$ cat src/rtl/rmii_phy_endpoint_if.sv
// Bundle of the RMII pins, decoded/encoded byte streams and frame counters of
// the PHY-side RMII endpoint. master = MAC/stream environment, slave = endpoint.
interface rmii_phy_endpoint_if;
  logic        rmii_txen;
  logic [1:0]  rmii_txd;
  logic        rmii_crsdv;
  logic [1:0]  rmii_rxd;
  logic        m_valid;
  logic [7:0]  m_data;
  logic        m_last;
  logic        m_err;
  logic        s_valid;
  logic [7:0]  s_data;
  logic        s_last;
  logic        s_ready;
  logic        underrun;
  logic [15:0] dec_frames;
  logic [15:0] enc_frames;

  modport master (
    output rmii_txen, rmii_txd, s_valid, s_data, s_last,
    input  rmii_crsdv, rmii_rxd, m_valid, m_data, m_last, m_err,
    input  s_ready, underrun, dec_frames, enc_frames
  );

  modport slave (
    input  rmii_txen, rmii_txd, s_valid, s_data, s_last,
    output rmii_crsdv, rmii_rxd, m_valid, m_data, m_last, m_err,
    output s_ready, underrun, dec_frames, enc_frames
  );
endinterface

$ cat src/rtl/rmii_phy_endpoint.sv
// PHY-side RMII endpoint: decodes MAC txen/txd frames into bytes and encodes a
// byte stream into crsdv/rxd frames with preamble, SFD and inter-frame gap.
module rmii_phy_endpoint #(
  parameter int PREAMBLE_BYTES = 7,
  parameter int IFG_CYCLES     = 48
) (
  input logic                 rmii_refclk,
  input logic                 rstn,
  rmii_phy_endpoint_if.slave  bus
);
  localparam logic [7:0] SFD_IDX  = 8'(PREAMBLE_BYTES * 4 + 3);
  localparam logic [7:0] IFG_LAST = 8'(IFG_CYCLES - 1);

  // ---------------- decoder ----------------
  typedef enum logic [1:0] {D_IDLE, D_PRE, D_DATA} dec_state_t;

  dec_state_t  d_state_reg, d_state_next;
  logic [7:0]  d_sr_reg, d_sr_next;
  logic [1:0]  d_cnt_reg, d_cnt_next;
  logic        pend_valid_reg, pend_valid_next;
  logic [7:0]  pend_byte_reg, pend_byte_next;
  logic        m_valid_reg, m_valid_next;
  logic [7:0]  m_data_reg, m_data_next;
  logic        m_last_reg, m_last_next;
  logic        m_err_reg, m_err_next;
  logic [15:0] dec_frames_reg, dec_frames_next;
  logic [7:0]  sr_shift;

  assign sr_shift = {bus.rmii_txd, d_sr_reg[7:2]};

  always_ff @(posedge rmii_refclk or negedge rstn) begin
    if (!rstn) begin
      d_state_reg    <= D_IDLE;
      d_sr_reg       <= 8'h00;
      d_cnt_reg      <= 2'd0;
      pend_valid_reg <= 1'b0;
      pend_byte_reg  <= 8'h00;
      m_valid_reg    <= 1'b0;
      m_data_reg     <= 8'h00;
      m_last_reg     <= 1'b0;
      m_err_reg      <= 1'b0;
      dec_frames_reg <= 16'h0000;
    end else begin
      d_state_reg    <= d_state_next;
      d_sr_reg       <= d_sr_next;
      d_cnt_reg      <= d_cnt_next;
      pend_valid_reg <= pend_valid_next;
      pend_byte_reg  <= pend_byte_next;
      m_valid_reg    <= m_valid_next;
      m_data_reg     <= m_data_next;
      m_last_reg     <= m_last_next;
      m_err_reg      <= m_err_next;
      dec_frames_reg <= dec_frames_next;
    end
  end

  // A byte is released only once its successor completes, so a truncated
  // trailing byte can still mark its predecessor as last-with-error.
  always_comb begin
    d_state_next    = d_state_reg;
    d_sr_next       = d_sr_reg;
    d_cnt_next      = d_cnt_reg;
    pend_valid_next = pend_valid_reg;
    pend_byte_next  = pend_byte_reg;
    m_valid_next    = 1'b0;
    m_data_next     = m_data_reg;
    m_last_next     = m_last_reg;
    m_err_next      = m_err_reg;
    dec_frames_next = dec_frames_reg;
    case (d_state_reg)
      D_IDLE: begin
        if (bus.rmii_txen) begin
          d_state_next = D_PRE;
          d_sr_next    = {bus.rmii_txd, 6'b000000};
        end
      end
      D_PRE: begin
        if (!bus.rmii_txen) begin
          d_state_next = D_IDLE;
        end else begin
          d_sr_next = sr_shift;
          if (sr_shift == 8'hD5) begin
            d_state_next    = D_DATA;
            d_cnt_next      = 2'd0;
            pend_valid_next = 1'b0;
          end
        end
      end
      D_DATA: begin
        if (bus.rmii_txen) begin
          d_sr_next  = sr_shift;
          d_cnt_next = d_cnt_reg + 2'd1;
          if (d_cnt_reg == 2'd3) begin
            pend_byte_next  = sr_shift;
            pend_valid_next = 1'b1;
            if (pend_valid_reg) begin
              m_valid_next = 1'b1;
              m_data_next  = pend_byte_reg;
              m_last_next  = 1'b0;
              m_err_next   = 1'b0;
            end
          end
        end else begin
          d_state_next    = D_IDLE;
          pend_valid_next = 1'b0;
          if (pend_valid_reg) begin
            m_valid_next    = 1'b1;
            m_data_next     = pend_byte_reg;
            m_last_next     = 1'b1;
            m_err_next      = (d_cnt_reg != 2'd0);
            dec_frames_next = dec_frames_reg + 16'd1;
          end
        end
      end
      default: d_state_next = D_IDLE;
    endcase
  end

  // ---------------- encoder ----------------
  typedef enum logic [1:0] {E_IDLE, E_PRE, E_DATA, E_IFG} enc_state_t;

  enc_state_t  e_state_reg, e_state_next;
  logic [7:0]  e_cnt_reg, e_cnt_next;
  logic [7:0]  e_sh_reg, e_sh_next;
  logic        e_last_reg, e_last_next;
  logic        crsdv_reg, crsdv_next;
  logic [1:0]  rxd_reg, rxd_next;
  logic        underrun_reg, underrun_next;
  logic [15:0] enc_frames_reg, enc_frames_next;
  logic        enc_ready;

  always_ff @(posedge rmii_refclk or negedge rstn) begin
    if (!rstn) begin
      e_state_reg    <= E_IDLE;
      e_cnt_reg      <= 8'd0;
      e_sh_reg       <= 8'h00;
      e_last_reg     <= 1'b0;
      crsdv_reg      <= 1'b0;
      rxd_reg        <= 2'b00;
      underrun_reg   <= 1'b0;
      enc_frames_reg <= 16'h0000;
    end else begin
      e_state_reg    <= e_state_next;
      e_cnt_reg      <= e_cnt_next;
      e_sh_reg       <= e_sh_next;
      e_last_reg     <= e_last_next;
      crsdv_reg      <= crsdv_next;
      rxd_reg        <= rxd_next;
      underrun_reg   <= underrun_next;
      enc_frames_reg <= enc_frames_next;
    end
  end

  // Pin registers are loaded from next-state values so crsdv/rxd line up
  // with the state register; e_cnt indexes the dibit currently on the pins.
  always_comb begin
    e_state_next    = e_state_reg;
    e_cnt_next      = e_cnt_reg;
    e_sh_next       = e_sh_reg;
    e_last_next     = e_last_reg;
    crsdv_next      = 1'b0;
    rxd_next        = 2'b00;
    underrun_next   = 1'b0;
    enc_frames_next = enc_frames_reg;
    enc_ready       = 1'b0;
    case (e_state_reg)
      E_IDLE: begin
        if (bus.s_valid) begin
          e_state_next = E_PRE;
          e_cnt_next   = 8'd0;
          crsdv_next   = 1'b1;
          rxd_next     = 2'b01;
        end
      end
      E_PRE: begin
        if (e_cnt_reg != SFD_IDX) begin
          e_cnt_next = e_cnt_reg + 8'd1;
          crsdv_next = 1'b1;
          rxd_next   = (e_cnt_reg == SFD_IDX - 8'd1) ? 2'b11 : 2'b01;
        end else begin
          enc_ready = 1'b1;
          e_cnt_next = 8'd0;
          if (bus.s_valid) begin
            e_state_next = E_DATA;
            e_sh_next    = bus.s_data;
            e_last_next  = bus.s_last;
            crsdv_next   = 1'b1;
            rxd_next     = bus.s_data[1:0];
          end else begin
            e_state_next  = E_IFG;
            underrun_next = 1'b1;
          end
        end
      end
      E_DATA: begin
        if (e_cnt_reg[1:0] != 2'd3) begin
          e_cnt_next = e_cnt_reg + 8'd1;
          e_sh_next  = {2'b00, e_sh_reg[7:2]};
          crsdv_next = 1'b1;
          rxd_next   = e_sh_reg[3:2];
        end else if (e_last_reg) begin
          e_state_next    = E_IFG;
          e_cnt_next      = 8'd0;
          enc_frames_next = enc_frames_reg + 16'd1;
        end else begin
          enc_ready  = 1'b1;
          e_cnt_next = 8'd0;
          if (bus.s_valid) begin
            e_sh_next   = bus.s_data;
            e_last_next = bus.s_last;
            crsdv_next  = 1'b1;
            rxd_next    = bus.s_data[1:0];
          end else begin
            e_state_next  = E_IFG;
            underrun_next = 1'b1;
          end
        end
      end
      E_IFG: begin
        if (e_cnt_reg == IFG_LAST) begin
          e_state_next = E_IDLE;
        end else begin
          e_cnt_next = e_cnt_reg + 8'd1;
        end
      end
      default: e_state_next = E_IDLE;
    endcase
  end

  assign bus.m_valid    = m_valid_reg;
  assign bus.m_data     = m_data_reg;
  assign bus.m_last     = m_last_reg;
  assign bus.m_err      = m_err_reg;
  assign bus.dec_frames = dec_frames_reg;
  assign bus.rmii_crsdv = crsdv_reg;
  assign bus.rmii_rxd   = rxd_reg;
  assign bus.s_ready    = enc_ready;
  assign bus.underrun   = underrun_reg;
  assign bus.enc_frames = enc_frames_reg;
endmodule
$ cat src/flat_wrapper.sv
// flat-port wrapper written by rule: the top's interface ports become plain ports
module rmii_phy_endpoint_flat 
#(
  parameter int PREAMBLE_BYTES = 7,
  parameter int IFG_CYCLES     = 48
)
  (rmii_refclk, rstn, bus_rmii_txen, bus_rmii_txd, bus_s_valid, bus_s_data, bus_s_last, bus_rmii_crsdv, bus_rmii_rxd, bus_m_valid, bus_m_data, bus_m_last, bus_m_err, bus_s_ready, bus_underrun, bus_dec_frames, bus_enc_frames);
  rmii_phy_endpoint_if bus_i ();
  input logic rmii_refclk;
  input logic rstn;
  input wire logic [$bits(bus_i.rmii_txen)-1:0] bus_rmii_txen;
  input wire logic [$bits(bus_i.rmii_txd)-1:0] bus_rmii_txd;
  input wire logic [$bits(bus_i.s_valid)-1:0] bus_s_valid;
  input wire logic [$bits(bus_i.s_data)-1:0] bus_s_data;
  input wire logic [$bits(bus_i.s_last)-1:0] bus_s_last;
  output wire logic [$bits(bus_i.rmii_crsdv)-1:0] bus_rmii_crsdv;
  output wire logic [$bits(bus_i.rmii_rxd)-1:0] bus_rmii_rxd;
  output wire logic [$bits(bus_i.m_valid)-1:0] bus_m_valid;
  output wire logic [$bits(bus_i.m_data)-1:0] bus_m_data;
  output wire logic [$bits(bus_i.m_last)-1:0] bus_m_last;
  output wire logic [$bits(bus_i.m_err)-1:0] bus_m_err;
  output wire logic [$bits(bus_i.s_ready)-1:0] bus_s_ready;
  output wire logic [$bits(bus_i.underrun)-1:0] bus_underrun;
  output wire logic [$bits(bus_i.dec_frames)-1:0] bus_dec_frames;
  output wire logic [$bits(bus_i.enc_frames)-1:0] bus_enc_frames;
  assign bus_i.rmii_txen = bus_rmii_txen;
  assign bus_i.rmii_txd = bus_rmii_txd;
  assign bus_i.s_valid = bus_s_valid;
  assign bus_i.s_data = bus_s_data;
  assign bus_i.s_last = bus_s_last;
  assign bus_rmii_crsdv = bus_i.rmii_crsdv;
  assign bus_rmii_rxd = bus_i.rmii_rxd;
  assign bus_m_valid = bus_i.m_valid;
  assign bus_m_data = bus_i.m_data;
  assign bus_m_last = bus_i.m_last;
  assign bus_m_err = bus_i.m_err;
  assign bus_s_ready = bus_i.s_ready;
  assign bus_underrun = bus_i.underrun;
  assign bus_dec_frames = bus_i.dec_frames;
  assign bus_enc_frames = bus_i.enc_frames;
  rmii_phy_endpoint #(.PREAMBLE_BYTES(PREAMBLE_BYTES), .IFG_CYCLES(IFG_CYCLES)) u_core (.rmii_refclk(rmii_refclk), .rstn(rstn), .bus(bus_i));
endmodule
$ cat config.mk
export PLATFORM = sky130hd
export DESIGN_NAME = rmii_phy_endpoint_flat
export DESIGN_NICKNAME = d
export VERILOG_FILES = /design/src/rtl/rmii_phy_endpoint_if.sv /design/src/rtl/rmii_phy_endpoint.sv /design/src/flat_wrapper.sv
export SDC_FILE = /design/constraint.sdc
export NUM_CORES = 1
export LEC_CHECK = 0
export ABC_CLOCK_PERIOD_IN_PS = 3100
export BUFFER_PORTS_ARGS = -buffer_cell sky130_fd_sc_hd__clkbuf_2
export CORE_MARGIN = 1
export CORE_UTILIZATION = 61
export CTS_BUF_LIST = sky130_fd_sc_hd__clkbuf_8
export DETAILED_ROUTE_END_ITERATION = 12
export GPL_ROUTABILITY_DRIVEN = 0
export PLACE_DENSITY = 0.85
export SYNTH_ARGS = -nofsm -noshare
export SYNTH_HDL_FRONTEND = slang
export SYNTH_SLANG_ARGS = --single-unit
$ cat constraint.sdc
create_clock -name rmii_refclk -period 3.1 [get_ports rmii_refclk]
set_input_delay 0.31 -clock rmii_refclk [delete_from_list [all_inputs] [get_ports rmii_refclk]]
set_output_delay 0.31 -clock rmii_refclk [all_outputs]
set_load 0.005 [all_outputs]
==> results.toml, run 1 <==
[outcome]
status = "complete, no violations"

[synth]
ys_warn_count = 0
ys.flop_type = "dfrtp_1"
syn-cell-area_um2 = 4060
yosysSeqAreaShare = 0.512
syn_nets = 392
syn_avg_cell_area_um2 = 11.2
synth_edf_count = 0
syn_inst = 361
yosys_register_bits = 83
synth-async-reset-ratio = 1.00
synth_cell_types = 54

[power_and_ir_drop]
power_mw = 3.16
p_leak_nw = 2.27
power_density_nw_per_um2 = 690
ir_drop_uv = 500

[cts]
tritoncts = "done"
ctsResizeCount = 0
cts.sink_count = 83
clkTransAtPathRegs_ns = 0.08
ctsHoldBuffers = 0
root_buffer = "clkbuf_8"
ctsHtreeMaxLevel = 3
clockBufferDepth = 2
cts_setup_buffers = 0
tritoncts.num_buffers = 9
clock_latency_ns = 0.35

[floorplan]
die_y_um = 83.6
dieWidth_um = 83.6
initial_core_util = 0.636
coreArea_um2 = 6390
fp-row-count = 29
io_pins = 63
die_area_um2 = 6980

[drt]
totalWireLength_mm = 7.51
drtAntennaViolNets = 0
via_per_inst = 5.73
drc = 0
drtIter0Drc = 148
vias = 2905
wl_per_cell_um = 14.8
dr.pass1.iters = 4

[cells_and_area]
areaGrowthSynthToFinish_pct = 12.9
multi_input_area_um2 = 1830
n_fill_cell = 455
diodes = 0
regArea_um2 = 2080
drive_gt1_frac = 0.251
layout_common_cells = "dfrtp_1 (83), clkbuf_2 (61), nand2_1 (31)"
finish.utilization = 0.718
finalNonFillerCells = 507
layout_commonest_cell = "dfrtp_1"
nNetsFinal = 456

[global_route]
grtUsageMet3 = 0.0495
grtUsageTotal = 0.231
grt_pass1_vias = 2799
grt.overflow.total = 0
grt_use_met1 = 0.308
busiest_layer = "met2"
grt_first_pass_wirelength_mm = 12.9
use_met2 = 0.367
grt_max_degree = 84
antenna_found_initial = 0

[place]
io_buffers = 62
dp_hpwl_mm = 5.38
dpl.cell_count = 491

[sta]
fin_crit_ns = 2.42
tightest_slew_ns = 0.992
hold_violations = 0
max_freq_mhz = 413
fin_crit_sh = 0.781
tns_ns = 0
setup_violations = 0
slew_headroom = 0.339
rsz0062_at_grt = "false"
finalMaxSlewViolations = 0
skew_ns = 0.00818

[critical_path]
path_class = "reg2out"
cp_num_buf_inv = 1
critical_path_required_ns = 2.79
endpoint_kind = "output port"
cp_slowest_cell = "dfrtp_1"
cp-start-kind = "flip-flop"
crit_family = "simple AND/OR/NAND/NOR gates"
path_cells = "ha_1 > nand3_1 > nor2_2 > a21o_1 > and2_1 > clkbuf_2"
crit_arrival_ns = 2.11
cp_slowest_stage_delay_ns = 0.43
cp_max_fo = 10

[job]
drv_cap = 0

[hold_path]
min_path_type = "in2async"
## synth_stat cells, types with 3 or more instances
cell type	number	area, um^2
dfrtp_1	83	2080
nand2_1	31	116
xnor2_1	23	201
mux2_2	21	236
inv_1	19	71.3
nand3_1	19	95.1
ha_1	16	200
nor2_1	15	56.3
o21ai_0	15	75.1
nand4_1	11	68.8
a21oi_1	10	50.1
and3_1	8	50.1
nor2b_1	7	43.8
xor2_1	7	61.3
a32o_1	6	60.1
a21o_1	5	37.5
o31ai_1	5	37.5
a2bb2oi_1	4	35.0
nand3b_1	4	30.0
nor3_1	4	20.0
clkbuf_8	3	41.3
nand2b_1	3	18.8
o41ai_1	3	26.3
## power by group
part	internal (mW)	total, mW	switching (mW)	leakage (nW)
logic	0.427	1.00	0.577	1.05
clock network	0.377	0.776	0.399	0.102
registers	1.24	1.38	0.137	1.12
total	2.05	3.16	1.11	2.27
## metal layers
metal  vias to the layer above  part of all wire
met4                         0             0.023
li1                       1425                 -
met5                         -                 0
met2                        61              0.49
met1                      1405              0.46
met3                        14             0.031
## path summary, 6_finish.rpt
| kind | start | endpoint | slack [ns] | cells past startpoint |
|---|---|---|---|---|
| setup / recovery | u_core.e_cnt_reg[0] | bus_s_ready | 0.68 | 6 |
| hold / removal | rstn | u_core.bus.m_valid | 0.1 | 1 |
| setup reg to reg | u_core.d_state_reg[0] | u_core.bus.dec_frames[15] | 0.86 | 7 |
| hold reg to reg | u_core.bus.dec_frames[15] | u_core.bus.dec_frames[15] | 0.47 | 1 |
| max in group asynchronous | rstn | u_core.bus.enc_frames[0] | 2.35 | 1 |
| min in group rmii_refclk | bus_s_data[7] | u_core.e_sh_reg[7] | 0.16 | 2 |
## stage by stage
stage / setup WS (ns) / hold WS [ns] / area [um^2]
after floorplan: 1.23 / 0.0144 / 4060
after global placement: 0.997 / 0.456 / 4380
after detailed placement: 0.851 / 0.466 / 4380
after CTS: 0.699 / 0.151 / 4580
after global routing: 0.551 / 0.146 / 4580
final: 0.678 / 0.0990 / 4580
## area by class of cell
cell class	instances	area share
clock buffers	9	0.0270
clock inverters	7	0.0166
inverters	19	0.0156
multi-input cells	250	0.398
flip-flops and latches	83	0.453
well taps	77	0.0210
repair buffers	62	0.0682
## cells by family after synthesis
kind of cell             Yosys count  synth area share
AND/OR/NAND/NOR                  117             0.158
flip-flops                        83             0.512
AO/OA/AOI/OAI                     66             0.120
XOR/XNOR                          30            0.0647
buffers and inverters             28            0.0382
multiplexers                      21            0.0583
adder cells (fa/ha/maj)           16            0.0493
Power figures use the tool's default switching activity.
==> run 2: changes to the inputs <==
ABC_CLOCK_PERIOD_IN_PS = 1950   (was 3100)
CORE_UTILIZATION = 53   (was 61)
PLACE_DENSITY = 0.78   (was 0.85)
clock period = 1.95 ns   (was 3.1 ns; I/O delays follow)
==> run 2 against run 1 <==
- the flow now finishes with violations (setup timing)
- power rose by 68%
- count of clock-buffer cells in the layout did not move
- die area increased by 15%
- non-clock buffer count grew 31
- cell count grew 10%
- clock skew grew 0.0053 ns
- wire length up 9.7%
- sequential cell count unchanged
- register-to-register slack got worse by 0.89 ns
- critical path depth down 1
- critical path type unchanged
- largest power group unchanged
==> results.toml, run 2 (synthesis results as in run 1) <==
[sta]
tightest_slew_ns = 0.524
tns_ns = -0.0948
skew_ns = 0.0134
finalMaxSlewViolations = 0
rsz0062_at_grt = "true"
max_freq_mhz = 496
fin_crit_ns = 2.02
fin_crit_sh = 1.03
hold_violations = 0
hold-worst-slack_ns = 0.0427
setup_ws_ns = -0.0665
slew_headroom = 0.651
setup_violations = 3

[critical_path]
endpoint_kind = "output port"
crit_family = "simple AND/OR/NAND/NOR gates"
worstReg2RegStart = "u_core.e_cnt_reg[6]"
cp_slowest_cell = "or4b_4"
cp_slowest_stage_delay_ns = 0.56
cp_num_buf_inv = 1
reg2reg_slack_ns = -0.03
critical_path_required_ns = 1.75
r2r_end = "u_core.e_state_reg[0]"
path_class = "reg2out"
cp-start-kind = "flip-flop"
cp_max_fo = 2
path_cells = "or4b_4 > nor2_4 > a21o_1 > and2_4 > buf_6"
crit_arrival_ns = 1.82
r2r_cells = 6

[cts]
clock_latency_ns = 0.36
tritoncts = "done"
tritoncts.num_buffers = 9
root_buffer = "clkbuf_8"
cts.sink_count = 83
clkTransAtPathRegs_ns = 0.09
ctsHtreeMaxLevel = 3
clockBufferDepth = 2

[floorplan]
fp-row-count = 31
coreArea_um2 = 7330
dieWidth_um = 89.5
initial_core_util = 0.554
io_pins = 63
die_y_um = 89.5
die_area_um2 = 8010

[global_route]
grt_first_pass_wirelength_mm = 13.3
grtUsageMet3 = 0.0480
grt_use_met1 = 0.298
grt_pass1_vias = 2868
grt_max_degree = 43
grt.overflow.total = 0
antenna_found_initial = 0
busiest_layer = "met2"
use_met2 = 0.355
grtUsageTotal = 0.220

[power_and_ir_drop]
clock_power_share = 0.216
power_switching_mw = 1.92
power_frac_comb = 0.373
ir_drop_uv = 1010
power_density_nw_per_um2 = 1070
swShare = 0.362
seq_power_share = 0.412
p_leak_nw = 2.41
internal_power_mw = 3.39

[cells_and_area]
layout_common_cells = "dfrtp_1 (81), clkbuf_2 (60), nand2_1 (30)"
nNetsFinal = 487
stdcell_area_um2 = 4940
finish.utilization = 0.674
drive_gt1_frac = 0.345
diodes = 0
areaGrowthSynthToFinish_pct = 21.8
layout_commonest_cell = "dfrtp_1"

[drt]
drc = 0
dr.pass1.iters = 4
drtIter0Drc = 136
vias = 3078
drtAntennaViolNets = 0
wl_per_cell_um = 14.7
totalWireLength_mm = 8.23
via_per_inst = 5.50

[hold_path]
min_path_type = "in2reg"
hold_start = "bus_s_data[7]"
hold_end = "u_core.e_sh_reg[7]"
holdPathStages = 2

[outcome]
status = "complete, but fails checks"
violations = "setup timing"

[place]
dp_hpwl_mm = 5.74
pre_cts_slack_ns = 0.0165
io_buffers = 62
post_dp_cell_area_um2 = 4570

[job]
drv_cap = 0
-- run 2: worst reg2reg max path: cells and delay by family, from the launching register on --
family | cells | cell delay, ns
and+or+nand+nor | 2 | 0.76
AOI/OAI and AO/OA | 3 | 0.51
DFF | 1 | 0.40
buffers and inverters | 1 | 0.17
-- run 2: area by class of cell --
class | count | area, um^2
Clock inverter | 7 | 57.6
Clock buffer | 9 | 124
Fill cell | 554 | 2390
Timing Repair Buffer | 93 | 571
Inverter | 19 | 71.3
Tap cell | 99 | 124
Multi-Input combinational cell | 250 | 1920
Sequential cell | 83 | 2080
-- run 2: routing by layer --
layer / wire [um] / up-vias
met3: 293 / 10
met5: 0 / -
met2: 4070 / 70
met4: 104 / 0
met1: 3770 / 1516
li1: - / 1482
-- run 2: how the worst max path moves through the flow --
| stage | end | from | slack [ns] | depth (start not counted) |
|---|---|---|---|---|
| 4_1_cts | bus_s_ready | u_core.e_cnt_reg[6] | -0.06 | 5 |
| 3_3_place_gp | u_core.e_state_reg[0] | u_core.e_cnt_reg[5] | 0.05 | 5 |
| 3_5_place_dp | u_core.e_state_reg[0] | u_core.e_cnt_reg[5] | 0.02 | 5 |
| 2_1_floorplan | u_core.e_cnt_reg[7] | u_core.e_cnt_reg[0] | 0.08 | 8 |
| 6_report | bus_s_ready | u_core.e_cnt_reg[6] | -0.07 | 5 |
| 5_1_grt | bus_s_ready | u_core.e_cnt_reg[6] | -0.12 | 5 |
-- run 2: per-stage QoR --
step / total power, mW / cells
3_3_place_gp: 3.90 / 533
3_5_place_dp: 3.97 / 533
5_1_grt: 5.65 / 560
6_report: 5.31 / 560
4_1_cts: 5.17 / 557
2_1_floorplan: 3.45 / 361
-- run 2: timing repair --
item,in CTS,in global routing
endpoints found under the setup margin,2,18
hold endpoints to repair,41,0
hold buffers,1,0
pin swaps,5,6
resized for setup,7,21
setup buffers,7,3
-- run 2: power by group through the flow --
stage / clock network (mW) / registers [mW] / logic, mW
floorplan: 0 / 2.17 / 1.27
global placement: 0 / 2.20 / 1.71
detailed placement: 0 / 2.20 / 1.77
CTS: 1.17 / 2.17 / 1.83
global route: 1.25 / 2.22 / 2.18
finish: 1.14 / 2.18 / 1.98
==> run 3: changes to the inputs <==
--- a/config.mk
+++ b/config.mk
@@ -9,3 +9,2 @@
 export BUFFER_PORTS_ARGS = -buffer_cell sky130_fd_sc_hd__clkbuf_2
-export CORE_MARGIN = 1
 export CORE_UTILIZATION = 53
==> constraint.sdc (replaced) <==
create_clock -name rmii_refclk -period 1.95 [get_ports rmii_refclk]
set_input_delay 0.2925 -clock rmii_refclk [delete_from_list [all_inputs] [get_ports rmii_refclk]]
set_output_delay 0.2925 -clock rmii_refclk [all_outputs]
set_load 0.005 [all_outputs]
==> run 3 against run 2 <==
- the flow still finishes with violations (setup timing)
- fmax shrank 4.5%
- setup slack lost 0.094 ns
- sequential power is essentially flat
- utilization grew 1.3 points
- register-to-register slack lost 0.12 ns
- via count grew 0.23%
- sequential cell count is the same
- non-clock buffer count grew 3
- critical path type unchanged
==> results.toml, run 3 (synthesis results as in run 1) <==
[hold_path]
min_path_type = "in2reg"

[global_route]
grt_pass1_vias = 2914
grt_use_met1 = 0.290
grt.overflow.total = 0
antenna_found_initial = 0
use_met2 = 0.357
grt_max_degree = 50
busiest_layer = "met2"
grt_first_pass_wirelength_mm = 13.5
grtUsageTotal = 0.222
grtUsageMet3 = 0.0563

[drt]
wl_per_cell_um = 15.2
via_per_inst = 5.48
dr.pass1.iters = 7
drc = 0
drtAntennaViolNets = 0
vias = 3085
totalWireLength_mm = 8.57
drtIter0Drc = 108

[critical_path]
critical_path_required_ns = 1.66
r2r_end = "u_core.e_state_reg[0]"
reg2reg_slack_ns = -0.15
crit_start = "u_core.e_cnt_reg[5]"
path_class = "reg2out"
r2r_cells = 7
endpoint_kind = "output port"
crit_arrival_ns = 1.82
worstReg2RegStart = "u_core.e_cnt_reg[5]"
cp-start-kind = "flip-flop"
timing.critical_path.to = "bus_s_ready"
cp_max_fo = 3

[cts]
ctsHtreeMaxLevel = 3
cts.sink_count = 83
root_buffer = "clkbuf_8"
clock_latency_ns = 0.35
clockBufferDepth = 2
clkTransAtPathRegs_ns = 0.09
tritoncts = "done"
tritoncts.num_buffers = 9

[place]
dp_hpwl_mm = 5.82
io_buffers = 62
dpl.cell_count = 536
post_dp_cell_area_um2 = 4600

[sta]
fin_crit_sh = 1.08
slew_headroom = 0.701
tightest_slew_ns = 0.449
hold-worst-slack_ns = 0.150
fin_crit_ns = 2.11
rsz0062_at_grt = "true"
setup_ws_ns = -0.161
max_freq_mhz = 474
finalMaxSlewViolations = 0
hold_violations = 0
skew_ns = 0.0104
setup_violations = 11

[job]
drv_cap = 0

[floorplan]
die_y_um = 89.5
initial_core_util = 0.554
fp-row-count = 31
coreArea_um2 = 7330
io_pins = 63
dieWidth_um = 89.5
die_area_um2 = 8010

[cells_and_area]
layout_commonest_cell = "dfrtp_1"
layout_common_cells = "dfrtp_1 (83), clkbuf_2 (61), nand2_1 (31)"
nNetsFinal = 490
drive_gt1_frac = 0.347
stdcell_area_um2 = 5040
n_fill_cell = 531
finalNonFillerCells = 563
finish.utilization = 0.687
diodes = 0
areaGrowthSynthToFinish_pct = 24.2

[power_and_ir_drop]
power_mw = 5.77
power_density_nw_per_um2 = 1140
ir_drop_uv = 1000
p_leak_nw = 2.47

[outcome]
status = "complete, but fails checks"
violations = "setup timing"
==> run 3: per-stage QoR <==
stage	setup slack, ns	TNS, ns
6_report	-0.161	-1.03
5_1_grt	-0.238	-1.78
4_1_cts	-0.145	-0.304
3_5_place_dp	0.0131	0
3_3_place_gp	0.0610	0
2_1_floorplan	0.0807	0
==> run 3: area by class of cell <==
class	instances	area [um^2]	area share
Inverter	19	71.3	0.0142
Clock inverter	6	95.1	0.0189
Clock buffer	10	138	0.0273
Timing Repair Buffer	96	606	0.120
Sequential cell	83	2080	0.412
Tap cell	99	124	0.0246
Multi-Input combinational cell	250	1930	0.383
==> run 3: layer usage <==
metal / part of all wire / vias up
met5: 0 / -
met1: 0.46 / 1479
met3: 0.050 / 14
met4: 0.017 / 0
li1: - / 1483
met2: 0.47 / 109
==> run 3: what timing repair did <==
action / in CTS / in global routing
pin swaps: 7 / 13
hold buffers: 1 / 0
cloned: 0 / 0
setup buffers: 3 / 8
setup endpoints to repair: 2 / 21
endpoints found under the hold margin: 34 / 0
resized for setup: 5 / 26
==> run 3: worst min path at each step <==
stage	start	end	slack, ns	cells after the start
finish	bus_s_data[7]	u_core.e_sh_reg[7]	0.15	2
global route	bus_s_data[7]	u_core.e_sh_reg[7]	0.15	2
CTS	bus_s_data[7]	u_core.e_sh_reg[7]	0.14	2
detailed placement	rstn	u_core.bus.m_data[0]	0.27	1
global placement	rstn	u_core.bus.m_data[0]	0.27	1
floorplan	rstn	u_core.bus.dec_frames[0]	-0.003	0
==> run 3: report_power, final <==
group          leakage [nW]  switching, mW  internal (mW)  total (mW)
clock network         0.118          0.656          0.773        1.43
registers              1.12          0.223           1.98        2.20
logic                  1.24           1.13           1.01        2.14
==> run 3: worst max-delay path, stage by stage (launching register included) <==
cell and delay [ns]:
dfrtp_1 0.40, or4b_4 0.57, nor2_4 0.14, a21o_1 0.14, and2_4 0.13, clkbuf_2 0.10
